$ cat src/rtl/cursor_pkg.sv
// Shared definitions for the mouse report packer: FSM states, byte-0
// bit layout, clamp limit and the tier level that inhibits cursor output.
package cursor_pkg;

    typedef enum logic [2:0] {
        IDLE = 3'd0,
        SNAP = 3'd1,
        B0   = 3'd2,
        B1   = 3'd3,
        B2   = 3'd4
    } state_t;

    // Byte-0 bit positions of a PS/2-style report
    localparam int BTN_L   = 0;
    localparam int BTN_R   = 1;
    localparam int ALWAYS1 = 3;
    localparam int XSIGN   = 4;
    localparam int YSIGN   = 5;

    // Largest magnitude a single report byte carries
    localparam int REPORT_CLAMP = 127;

    // tier at or above this value inhibits cursor output
    localparam logic [1:0] TIER_INHIBIT = 2'd2;

    // Assemble byte 0 from the button vector and the axis sign bits
    function automatic logic [7:0] build_b0(input logic [1:0] btn,
                                            input logic       x_sign,
                                            input logic       y_sign);
        logic [7:0] b;
        b          = 8'h00;
        b[BTN_L]   = btn[0];
        b[BTN_R]   = btn[1];
        b[ALWAYS1] = 1'b1;
        b[XSIGN]   = x_sign;
        b[YSIGN]   = y_sign;
        return b;
    endfunction

endpackage

$ cat src/rtl/sat_axis_accum.sv
// One axis of cursor motion: a signed saturating accumulator that also
// exposes its value clamped to a single report byte. In the snapshot cycle
// the clamped value is removed and any same-cycle sample is added, so
// residual motion carries forward and no sample is lost.
module sat_axis_accum
    import cursor_pkg::*;
#(
    parameter int ACC_W = 12
) (
    input  logic                    clk,
    input  logic                    rst_n,
    input  logic                    i_clear,
    input  logic                    i_add,
    input  logic signed [7:0]       i_delta,
    input  logic                    i_snap,
    output logic signed [ACC_W-1:0] o_acc,
    output logic signed [7:0]       o_clamp
);

    // Two guard bits hold acc - clamp + delta without overflow
    localparam int EW = ACC_W + 2;
    localparam logic signed [EW-1:0] SAT_MAX = {3'b000, {(ACC_W-1){1'b1}}};
    localparam logic signed [EW-1:0] SAT_MIN = {3'b111, {(ACC_W-1){1'b0}}};
    localparam logic signed [ACC_W-1:0] CLAMP_P = ACC_W'(REPORT_CLAMP);
    localparam logic signed [ACC_W-1:0] CLAMP_N = -CLAMP_P;
    localparam logic signed [7:0] BYTE_P = 8'(REPORT_CLAMP);
    localparam logic signed [7:0] BYTE_N = -BYTE_P;

    logic signed [ACC_W-1:0] r_acc;
    logic signed [7:0]       w_clamp;
    logic signed [EW-1:0]    w_acc_ext;
    logic signed [EW-1:0]    w_sub_ext;
    logic signed [EW-1:0]    w_add_ext;
    logic signed [EW-1:0]    w_sum;
    logic signed [ACC_W-1:0] w_sat;

    // Clamp the accumulator to the symmetric report range
    always_comb begin
        w_clamp = r_acc[7:0];
        if (r_acc > CLAMP_P) begin
            w_clamp = BYTE_P;
        end else if (r_acc < CLAMP_N) begin
            w_clamp = BYTE_N;
        end
    end

    // Combined subtract-on-snapshot and add-on-sample, then saturate
    always_comb begin
        w_acc_ext = {{2{r_acc[ACC_W-1]}}, r_acc};
        w_sub_ext = i_snap ? {{(EW-8){w_clamp[7]}}, w_clamp} : '0;
        w_add_ext = i_add  ? {{(EW-8){i_delta[7]}}, i_delta} : '0;
        w_sum     = w_acc_ext - w_sub_ext + w_add_ext;
        w_sat     = w_sum[ACC_W-1:0];
        if (w_sum > SAT_MAX) begin
            w_sat = {1'b0, {(ACC_W-1){1'b1}}};
        end else if (w_sum < SAT_MIN) begin
            w_sat = {1'b1, {(ACC_W-1){1'b0}}};
        end
    end

    // Accumulator register; inhibit clears and holds it at zero
    always_ff @(posedge clk or negedge rst_n) begin
        if (!rst_n) begin
            r_acc <= '0;
        end else if (i_clear) begin
            r_acc <= '0;
        end else if (i_snap || i_add) begin
            r_acc <= w_sat;
        end
    end

    assign o_acc   = r_acc;
    assign o_clamp = w_clamp;

endmodule

$ cat src/rtl/mouse_report_packer.sv
// Packs accumulated cursor motion and click state into 3-byte PS/2-style
// reports on a byte stream. Reports go out on each timer tick when motion
// is pending and immediately on any button change.
//
// Stream handshake: a byte transfers on a rising clk edge where m_valid and
// m_ready are both high. While m_valid is high and m_ready low, m_data and
// m_last hold steady and m_valid stays high. m_last marks byte 2.
module mouse_report_packer
    import cursor_pkg::*;
#(
    parameter int REPORT_CYCLES = 1_000_000,
    parameter int ACC_W         = 12
) (
    input  logic       clk,
    input  logic       rst_n,
    input  logic       sample_valid,
    input  logic [7:0] dx,
    input  logic [7:0] dy,
    input  logic       left_click,
    input  logic       right_click,
    input  logic [1:0] tier,
    output logic [7:0] m_data,
    output logic       m_valid,
    input  logic       m_ready,
    output logic       m_last,
    output logic       busy
);

    localparam int TW = (REPORT_CYCLES > 1) ? $clog2(REPORT_CYCLES) : 1;
    localparam logic [TW-1:0] TIMER_TERM = TW'(REPORT_CYCLES - 1);

    state_t                  r_state;
    logic [TW-1:0]           r_timer;
    logic                    r_right_pend;
    logic [1:0]              r_last_btn;
    logic [7:0]              r_ox;
    logic [7:0]              r_oy;
    logic [7:0]              r_m_data;
    logic                    r_m_valid;
    logic                    r_m_last;
    logic                    r_busy;

    logic                    w_inhibit;
    logic                    w_tick;
    logic                    w_motion;
    logic                    w_trigger;
    logic                    w_snap;
    logic                    w_add;
    logic [1:0]              w_btn;
    logic signed [ACC_W-1:0] w_acc_x;
    logic signed [ACC_W-1:0] w_acc_y;
    logic signed [7:0]       w_clamp_x;
    logic signed [7:0]       w_clamp_y;
    logic signed [7:0]       w_ox;
    logic signed [7:0]       w_oy;
    logic [7:0]              w_b0;

    // Decode inhibit, tick, button vector, trigger and snapshot bytes
    always_comb begin
        w_inhibit = (tier >= TIER_INHIBIT);
        w_tick    = (r_timer == TIMER_TERM);
        w_add     = sample_valid && !w_inhibit;
        w_snap    = (r_state == SNAP);
        w_btn     = w_inhibit ? 2'b00 : {r_right_pend, left_click};
        w_motion  = (w_acc_x != '0) || (w_acc_y != '0);
        w_trigger = (r_state == IDLE) &&
                    ((w_tick && w_motion && !w_inhibit) || (w_btn != r_last_btn));
        // A release report under inhibit carries no motion
        w_ox      = w_inhibit ? 8'sd0 : w_clamp_x;
        w_oy      = w_inhibit ? 8'sd0 : w_clamp_y;
        w_b0      = build_b0(w_btn, w_ox[7], w_oy[7]);
    end

    sat_axis_accum #(.ACC_W(ACC_W)) u_acc_x (
        .clk     (clk),
        .rst_n   (rst_n),
        .i_clear (w_inhibit),
        .i_add   (w_add),
        .i_delta (dx),
        .i_snap  (w_snap),
        .o_acc   (w_acc_x),
        .o_clamp (w_clamp_x)
    );

    sat_axis_accum #(.ACC_W(ACC_W)) u_acc_y (
        .clk     (clk),
        .rst_n   (rst_n),
        .i_clear (w_inhibit),
        .i_add   (w_add),
        .i_delta (dy),
        .i_snap  (w_snap),
        .o_acc   (w_acc_y),
        .o_clamp (w_clamp_y)
    );

    // Free-running report period timer
    always_ff @(posedge clk or negedge rst_n) begin
        if (!rst_n) begin
            r_timer <= '0;
        end else if (w_tick) begin
            r_timer <= '0;
        end else begin
            r_timer <= r_timer + 1'b1;
        end
    end

    // Right-click latch: a new click wins over the snapshot clear so it is never lost
    always_ff @(posedge clk or negedge rst_n) begin
        if (!rst_n) begin
            r_right_pend <= 1'b0;
        end else if (w_inhibit) begin
            r_right_pend <= 1'b0;
        end else if (right_click) begin
            r_right_pend <= 1'b1;
        end else if (w_snap && w_btn[BTN_R]) begin
            r_right_pend <= 1'b0;
        end
    end

    // Remember the buttons last reported to detect changes
    always_ff @(posedge clk or negedge rst_n) begin
        if (!rst_n) begin
            r_last_btn <= 2'b00;
        end else if (w_snap) begin
            r_last_btn <= w_btn;
        end
    end

    // Report FSM with registered stream outputs
    always_ff @(posedge clk or negedge rst_n) begin
        if (!rst_n) begin
            r_state   <= IDLE;
            r_ox      <= 8'h00;
            r_oy      <= 8'h00;
            r_m_data  <= 8'h00;
            r_m_valid <= 1'b0;
            r_m_last  <= 1'b0;
            r_busy    <= 1'b0;
        end else begin
            case (r_state)
                IDLE: begin
                    if (w_trigger) begin
                        r_state <= SNAP;
                        r_busy  <= 1'b1;
                    end
                end
                SNAP: begin
                    r_ox      <= w_ox;
                    r_oy      <= w_oy;
                    r_m_data  <= w_b0;
                    r_m_valid <= 1'b1;
                    r_m_last  <= 1'b0;
                    r_state   <= B0;
                end
                B0: begin
                    if (m_ready) begin
                        r_m_data <= r_ox;
                        r_state  <= B1;
                    end
                end
                B1: begin
                    if (m_ready) begin
                        r_m_data <= r_oy;
                        r_m_last <= 1'b1;
                        r_state  <= B2;
                    end
                end
                B2: begin
                    if (m_ready) begin
                        r_m_data  <= 8'h00;
                        r_m_valid <= 1'b0;
                        r_m_last  <= 1'b0;
                        r_busy    <= 1'b0;
                        r_state   <= IDLE;
                    end
                end
                default: begin
                    r_m_data  <= 8'h00;
                    r_m_valid <= 1'b0;
                    r_m_last  <= 1'b0;
                    r_busy    <= 1'b0;
                    r_state   <= IDLE;
                end
            endcase
        end
    end

    assign m_data  = r_m_data;
    assign m_valid = r_m_valid;
    assign m_last  = r_m_last;
    assign busy    = r_busy;

endmodule

$ cat config.mk
export PLATFORM = sky130hd
export DESIGN_NAME = mouse_report_packer
export DESIGN_NICKNAME = d
export VERILOG_FILES = /design/src/rtl/cursor_pkg.sv /design/src/rtl/sat_axis_accum.sv /design/src/rtl/mouse_report_packer.sv
export SDC_FILE = /design/constraint.sdc
export NUM_CORES = 1
export LEC_CHECK = 0
export ABC_AREA = 0
export BUFFER_PORTS_ARGS = -buffer_cell sky130_fd_sc_hd__buf_2
export CAP_MARGIN = 25
export CORE_UTILIZATION = 40
export DETAILED_ROUTE_END_ITERATION = 16
export GPL_TIMING_DRIVEN = 0
export SETUP_SLACK_MARGIN = 0.15
export SLEW_MARGIN = 30
export SYNTH_ARGS = -nofsm -noshare
export SYNTH_HDL_FRONTEND = slang
export SYNTH_SLANG_ARGS = --single-unit
$ cat constraint.sdc
create_clock -name clk -period 8.77 [get_ports clk]
set_clock_uncertainty 0.2 [all_clocks]
set_input_delay 0 -clock clk [delete_from_list [all_inputs] [get_ports clk]]
set_output_delay 0 -clock clk [all_outputs]
set_load 0.02 [all_outputs]
# Yosys cells after proc, flatten, opt, wreduce, memory -nomap -nowiden
# Cells that the tools add are included.
classes:
  n_bitwise: 4
  n_lt_le_gt_ge: 9
  add_sub_neg: 5
  n_eq_ne: 10
  n_shift: 0
  n_mul: 0
  div: 0
  reduce_logical: 22
  n_mux: 38
op_table:
  columns: ["cell", "count"]
  rows:
  - ["12-bit two-way mux", 8]
  - ["8-bit two-way mux", 9]
  - ["14-bit two-way mux", 4]
  - ["8-bit one-hot mux with 5 select lines", 1]
  - ["14-bit adder", 2]
  - ["14-bit by 12-bit > comparator with 1-bit output (second input constant)", 2]
  - ["14-bit by 12-bit less-than comparator with 1-bit output (second input constant)", 2]
  - ["12-bit by 14-bit subtractor with 14-bit output", 2]
  - ["12-bit by 8-bit > comparator with 1-bit output (second input constant)", 2]
  - ["12-bit by 8-bit less-than comparator with 1-bit output (second input constant)", 2]
  - ["12-bit nonzero test", 2]
  - ["20-bit by 1-bit adder with 20-bit output (second input constant)", 1]
  - ["20-bit == test (second input constant)", 1]
  - ["20-bit two-way mux", 1]
  - ["3-bit one-hot mux with 5 select lines", 1]
  - ["3-bit two-way mux", 4]
  - ["1-bit one-hot mux with 3 select lines", 3]
  - ["2-bit inequality test (second input constant)", 4]
  - ["4-bit AND reduction", 2]
  - ["3-bit by 2-bit == test with 1-bit output (second input constant)", 2]
  - ["1-bit two-way mux", 6]
  - ["3-bit AND reduction", 2]
  - ["3-bit OR reduction", 2]
  - ["1-bit logical AND", 5]
  - ["other kinds (13)", 18]
word_totals:
  rom_bits: 0
  output_inout_bits: 11
  ramBits: 0
  ff_bits: 77
  memories: 0
  latchBits: 0

# Longest topological paths before layout
depth:
  depth_word: 11
  mapped_depth: 18
  mapped_depth_nobuf: 18

# Cells and area by module
# A second synthesis with hierarchy kept.
hier_totals:
  hier_cells: 696
  area_unflattened_um2: 6159.7
by_module_without_submodules:
  columns: ["mod", "area_each_um2", "cells_each", "n_inst"]
  rows:
  - ["mouse_report_packer", 2547.4, 259, 1]
  - ["sat_axis_accum at u_acc_x", 1813.0, 219, 1]
  - ["sat_axis_accum at u_acc_y", 1799.2, 218, 1]

# Worst setup path before layout
# Ideal clock, no wire load.
synth_timing:
  kind: "flip-flop to flip-flop"
  startpoint: "reg u_acc_y.r_acc[2] (netlist: u_acc_y.o_acc[2])"
  endpoint: "reg u_acc_y.r_acc[2] (netlist: u_acc_y.o_acc[2])"
  t_arrival_ps: 4024
  n_path_buf: 0
  stages_incl_launch_ff: 16
  period_less_slack_ps: 4350
  setup_slack_ps: 4420
  required_ps: 8444
  cell_sequence: "dfrtp_1 -> or4_1 -> nor4_1 -> nor2_1 -> nor2_1 -> nor2_1 -> o21a_1 -> fa_1 -> inv_1 -> ha_1 -> nor2b_1 -> o31a_1 -> o211a_1 -> o211a_1 -> or3_1 -> a221o_1"
synth_via:
  elab_chain_len: 11
  word_cells_on_any_way: 13
  cone_classes: "2 x add/sub; 4 x order compare; 7 x mux"
synth_rtl:
  columns: ["item", "line_no", "rtl"]
  rows:
  - ["start: declaration", "sat_axis_accum.sv:29", "logic signed [ACC_W-1:0] r_acc;"]
  - ["start signal: assignment", "sat_axis_accum.sv:68", "r_acc <= w_sat;"]
  - ["12-bit by 8-bit less-than comparator with 1-bit output", "sat_axis_accum.sv:42", "end else if (r_acc < CLAMP_N) begin"]
  - ["8-bit two-way mux", "sat_axis_accum.sv:42", null]
  - ["8-bit two-way mux", "sat_axis_accum.sv:40", "if (r_acc > CLAMP_P) begin"]
  - ["14-bit two-way mux", "sat_axis_accum.sv:50", "w_sub_ext = i_snap ? {{(EW-8){w_clamp[7]}}, w_clamp} : '0;"]
  - ["12-bit by 14-bit subtractor with 14-bit output (*)", "sat_axis_accum.sv:52", "w_sum = w_acc_ext - w_sub_ext + w_add_ext;"]
  - ["14-bit adder (*)", "sat_axis_accum.sv:52", null]
  - ["14-bit by 12-bit less-than comparator with 1-bit output", "sat_axis_accum.sv:56", "end else if (w_sum < SAT_MIN) begin"]
  - ["12-bit two-way mux", "sat_axis_accum.sv:56", null]
  - ["12-bit two-way mux (*)", "sat_axis_accum.sv:54", "if (w_sum > SAT_MAX) begin"]
  - ["12-bit two-way mux (*)", "sat_axis_accum.sv:67", "end else if (i_snap || i_add) begin"]
  - ["12-bit two-way mux (*)", "sat_axis_accum.sv:65", "end else if (i_clear) begin"]
# Mark *: on every way between the ends. The rest lies on a longest branch, timed or not. The select of a mux whose other input is x is not followed.
# A chain may end at the register's enable or synchronous reset.

# Worst setup path in the final report
layout_timing:
  startpoint: "in tier[1]"
  endpoint: "reg u_acc_y.r_acc[8] (netlist: u_acc_y.o_acc[8])"
layout_via:
  elab_chain_len: 10
  word_cells_on_any_way: 13
  cone_classes: "1 x add/sub; 3 x order compare; 5 x mux; 4 x reduce/logical"
layout_rtl:
  columns: ["item", "line_no", "rtl"]
  rows:
  - ["start: declaration", "mouse_report_packer.sv:21", "input logic [1:0] tier,"]
  - ["2-bit greater-or-equal comparator (*)", "mouse_report_packer.sv:60", "w_inhibit = (tier >= TIER_INHIBIT);"]
  - ["1-bit logical NOT", "mouse_report_packer.sv:62", "w_add = sample_valid && !w_inhibit;"]
  - ["1-bit logical AND", "mouse_report_packer.sv:62", null]
  - ["14-bit two-way mux", "sat_axis_accum.sv:51", "w_add_ext = i_add ? {{(EW-8){i_delta[7]}}, i_delta} : '0;"]
  - ["14-bit adder", "sat_axis_accum.sv:52", null]
  - ["14-bit by 12-bit less-than comparator with 1-bit output", "sat_axis_accum.sv:56", null]
  - ["12-bit two-way mux", "sat_axis_accum.sv:56", null]
  - ["12-bit two-way mux", "sat_axis_accum.sv:54", null]
  - ["12-bit two-way mux", "sat_axis_accum.sv:67", null]
  - ["12-bit two-way mux", "sat_axis_accum.sv:65", null]
# Marked as above.

==> results.py <==
metrics = {
    "synthesis": {
        "synth_top_family_by_area": "compound AO/OA/AOI/OAI gates",
        "synth_nets": 757,
        "synthXorXnorAreaFrac_pct": 5.37,
        "synthFlopType": "dfrtp_1",
        "synth_edf_count": 0,
        "syn_inst": 680,
        "yosysSeqAreaShare_pct": 32.7,
        "yosysWarnings": 0,
        "yosys_register_bits": 77,
        "synthAdderAreaFrac_pct": 14.3,
        "synthArstFlopShare_pct": 100,
        "synth-compound-area-share_pct": 20.7,
        "synth_area_um2": 5890,
        "yosysUniqueCellTypes": 63,
        "synthMuxAreaShare_pct": 1.87,
        "avgSynthCellArea_um2": 8.67,
        "yosys.area_share.simple_pct": 18.4,
    },
    "setup_path": {
        "reg2reg_depth": 16,
        "arrival_ps": 5240,
        "crit_fanout": 10,
        "worstSetupStartpointType": "primary input",
        "r2r-end": "u_acc_x.o_acc[3]$_DFFE_PN0P_",
        "timing.rr.start": "r_state[0]$_DFFE_PN0P_",
        "required_ps": 8790,
        "path_class": "primary input to flip-flop",
        "r2r_slack_ps": 3630,
        "cp-end-kind": "flip-flop",
    },
    "finish": {
        "final_util_pct": 47.6,
        "final_cell_count_no_fill": 919,
        "area_growth_pct": 14.2,
        "final.fill_count": 1347,
        "drive_gt1_share_pct": 9.34,
        "n_antenna_cell": 0,
        "final_net_count": 811,
    },
    "flow_run": {
        "maxCapViolations": 0,
    },
    "timing": {
        "maxSlewViolCount": 0,
        "fmax_mhz": 191,
        "setup_ws_ps": 3550,
        "fin_crit_sh_pct": 59.6,
        "period_minus_slack_ps": 5220,
        "rsz0062_at_grt": "false",
        "worstMarginPinSlew_ps": 911,
        "setup_tns_ps": 0,
        "hold_viol": 0,
        "relSlewSlack_pct": 39.1,
        "setup_viol": 0,
    },
    "die": {
        "die-area_um2": 15200,
        "start_util_pct": 41.7,
        "fp.coreArea_um2": 14100,
        "row_count": 43,
        "fp.dieH_um": 123,
        "pin_count": 35,
        "die_w_um": 123,
    },
    "drt": {
        "firstDrtPassIters": 4,
        "drcViolationCount": 0,
        "ant_nets": 0,
        "dr.first_iter.drc_count": 390,
        "wl_um": 13900,
        "vias": 5011,
        "avgViaCountPerCell": 5.45,
        "wire_per_inst_um": 15.1,
    },
    "clock_tree": {
        "cts.path.max_buffers": 2,
        "ctsResizeCount": 0,
        "cts_made_buffers": 9,
        "numClockSinks": 77,
        "cts_tree": "built",
        "cts_setup_buffers": 0,
        "insertion_delay_ps": 340,
        "cts_hold_buf": 9,
        "clk_pin_slew_worst_paths_ps": 60,
        "root_buffer": "clkbuf_16",
        "h-tree-depth": 3,
    },
    "placement": {
        "dp_cells": 894,
        "pre_cts_ws_ps": 3710,
        "port_buffers": 33,
        "routabilityCongestion": 0.875,
        "hpwl_um": 10800,
    },
    "grt": {
        "antenna_found_initial": 0,
        "grt_usage_pct": 19.9,
        "grt_max_degree": 49,
        "grt-ovfl-total": 0,
        "grt_pass1_vias": 4857,
        "grt_pass1_wl_um": 23500,
    },
    "hold_path": {
        "whs_path_depth": 4,
        "whs_endpoint": "u_acc_y.o_acc[3]$_DFFE_PN0P_",
        "hold_class": "primary input to flip-flop",
        "min-delay-start": "sample_valid",
    },
    "run_status": {
        "outcome": "finished, final reports clean",
    },
}
[worst max-delay path, cell delays in order]
cell and delay (ps):
dlygate4sd3_1 520, buf_2 160, clkbuf_1 220, nor2b_1 760, clkbuf_1 560, nand2_1 340, fa_1 590, inv_1 50
ha_1 360, a41oi_1 220, o21ai_0 120, a21oi_1 240, o21ai_0 160, xnor2_1 200, buf_2 250, a21oi_1 160
a311o_1 320
[cells by family (layout without fill, tap and decap cells)]
group	count (synthesis)	in the layout
AO/OA/AOI/OAI	176	176
flip-flops	77	77
XOR/XNOR	34	34
multiplexers	11	11
AND/OR/NAND/NOR	227	227
buffers and inverters	102	161
adder cells (fa/ha/maj)	53	53
[metrics by stage]
step / cell area [um^2] / hold slack (ps)
after floorplan: 5890 / -496
after global routing: 6730 / 114
final: 6730 / 72.7
after global placement: 6280 / 37.4
after detailed placement: 6310 / -237
after CTS: 6730 / 65.9
[synthesized netlist by cell type, types with 4 or more instances]
cell       n  area share (%)
inv_1     84             5.3
nand2_1   84             5.3
dfrtp_1   77              33
nor2_1    54             3.4
o21ai_0   54             4.6
ha_1      29             6.2
a21oi_1   28             2.4
fa_1      24             8.2
xor2_1    20             3.0
nand3_1   19             1.6
a221o_1   15             2.5
o21a_1    14             1.8
xnor2_1   13             1.9
clkbuf_1  12            0.76
mux2i_1   11             1.9
o31ai_1   10             1.3
a21o_1     9             1.1
nand2b_1   9            0.96
nor3_1     9            0.76
a31oi_1    8            0.85
nand4_1    7            0.74
nor2b_1    7            0.74
and2_1     6            0.64
and3_1     5            0.53
or4_1      5            0.64
nor4_1     4            0.42
o311ai_0   4            0.59
or3_1      4            0.42
[area by class of cell]
class / instances / area [um^2] / area share [%]
multi-input cells: 501 / 3580 / 53.2
inverters: 84 / 315 / 4.68
well taps: 180 / 225 / 3.35
plain buffers: 18 / 75.1 / 1.12
repair buffers: 43 / 295 / 4.39
flip-flops and latches: 77 / 1930 / 28.6
clock buffers: 11 / 253 / 3.75
clock inverters: 5 / 58.8 / 0.874
[layout by cell type, fill, tap and decap left out, types with 8 or more instances in the layout]
| cell type | Yosys | routed |
|---|---|---|
| nand2_1 | 84 | 84 |
| a21o_1 | 9 | 9 |
| nor3_1 | 9 | 8 |
| clkbuf_16 | 0 | 9 |
| fa_1 | 24 | 24 |
| a21oi_1 | 28 | 28 |
| o31ai_1 | 10 | 10 |
| o21a_1 | 14 | 14 |
| ha_1 | 29 | 29 |
| xor2_1 | 20 | 20 |
| xnor2_1 | 13 | 13 |
| nand3_1 | 19 | 19 |
| nor2_1 | 54 | 54 |
| dlygate4sd3_1 | 0 | 8 |
| mux2i_1 | 11 | 11 |
| nand2b_1 | 9 | 9 |
| inv_1 | 84 | 84 |
| a221o_1 | 15 | 15 |
| o21ai_0 | 54 | 54 |
| dfrtp_1 | 77 | 77 |
| a31oi_1 | 8 | 8 |
| clkbuf_1 | 12 | 12 |
| buf_2 | 3 | 35 |
[worst max-delay path by stage]
stage,start,end,slack (ps),cells past startpoint
floorplan,u_acc_y.o_acc[2]$_DFFE_PN0P_,u_acc_y.o_acc[2]$_DFFE_PN0P_,4420,15
global placement,r_state[0]$_DFFE_PN0P_,u_acc_x.o_acc[3]$_DFFE_PN0P_,3720,16
detailed placement,r_state[0]$_DFFE_PN0P_,u_acc_x.o_acc[3]$_DFFE_PN0P_,3710,16
CTS,tier[1],u_acc_y.o_acc[8]$_DFFE_PN0P_,3510,17
global route,r_state[0]$_DFFE_PN0P_,u_acc_x.o_acc[3]$_DFFE_PN0P_,3110,16
finish,tier[1],u_acc_y.o_acc[8]$_DFFE_PN0P_,3550,17
[state kept, by name, summed over array words and instances, names as in the netlist, 2 cells and up]
signal	cells
m_data	8
r_last_btn	2
r_state	3
u_acc_x.o_acc	12
u_acc_y.o_acc	12
r_timer	20
r_oy	8
r_ox	8
[metal layers]
layer	track usage, %	vias to the layer above	routed length [um]
li1	-	2476	-
met1	26.4	2413	6500
met2	33.1	104	6610
met3	2.54	18	461
met4	7.23	0	294
met5	0	-	0
Power is not shown: default switching activity piles up to over one toggle a cycle in this logic, so the estimate is an artifact.
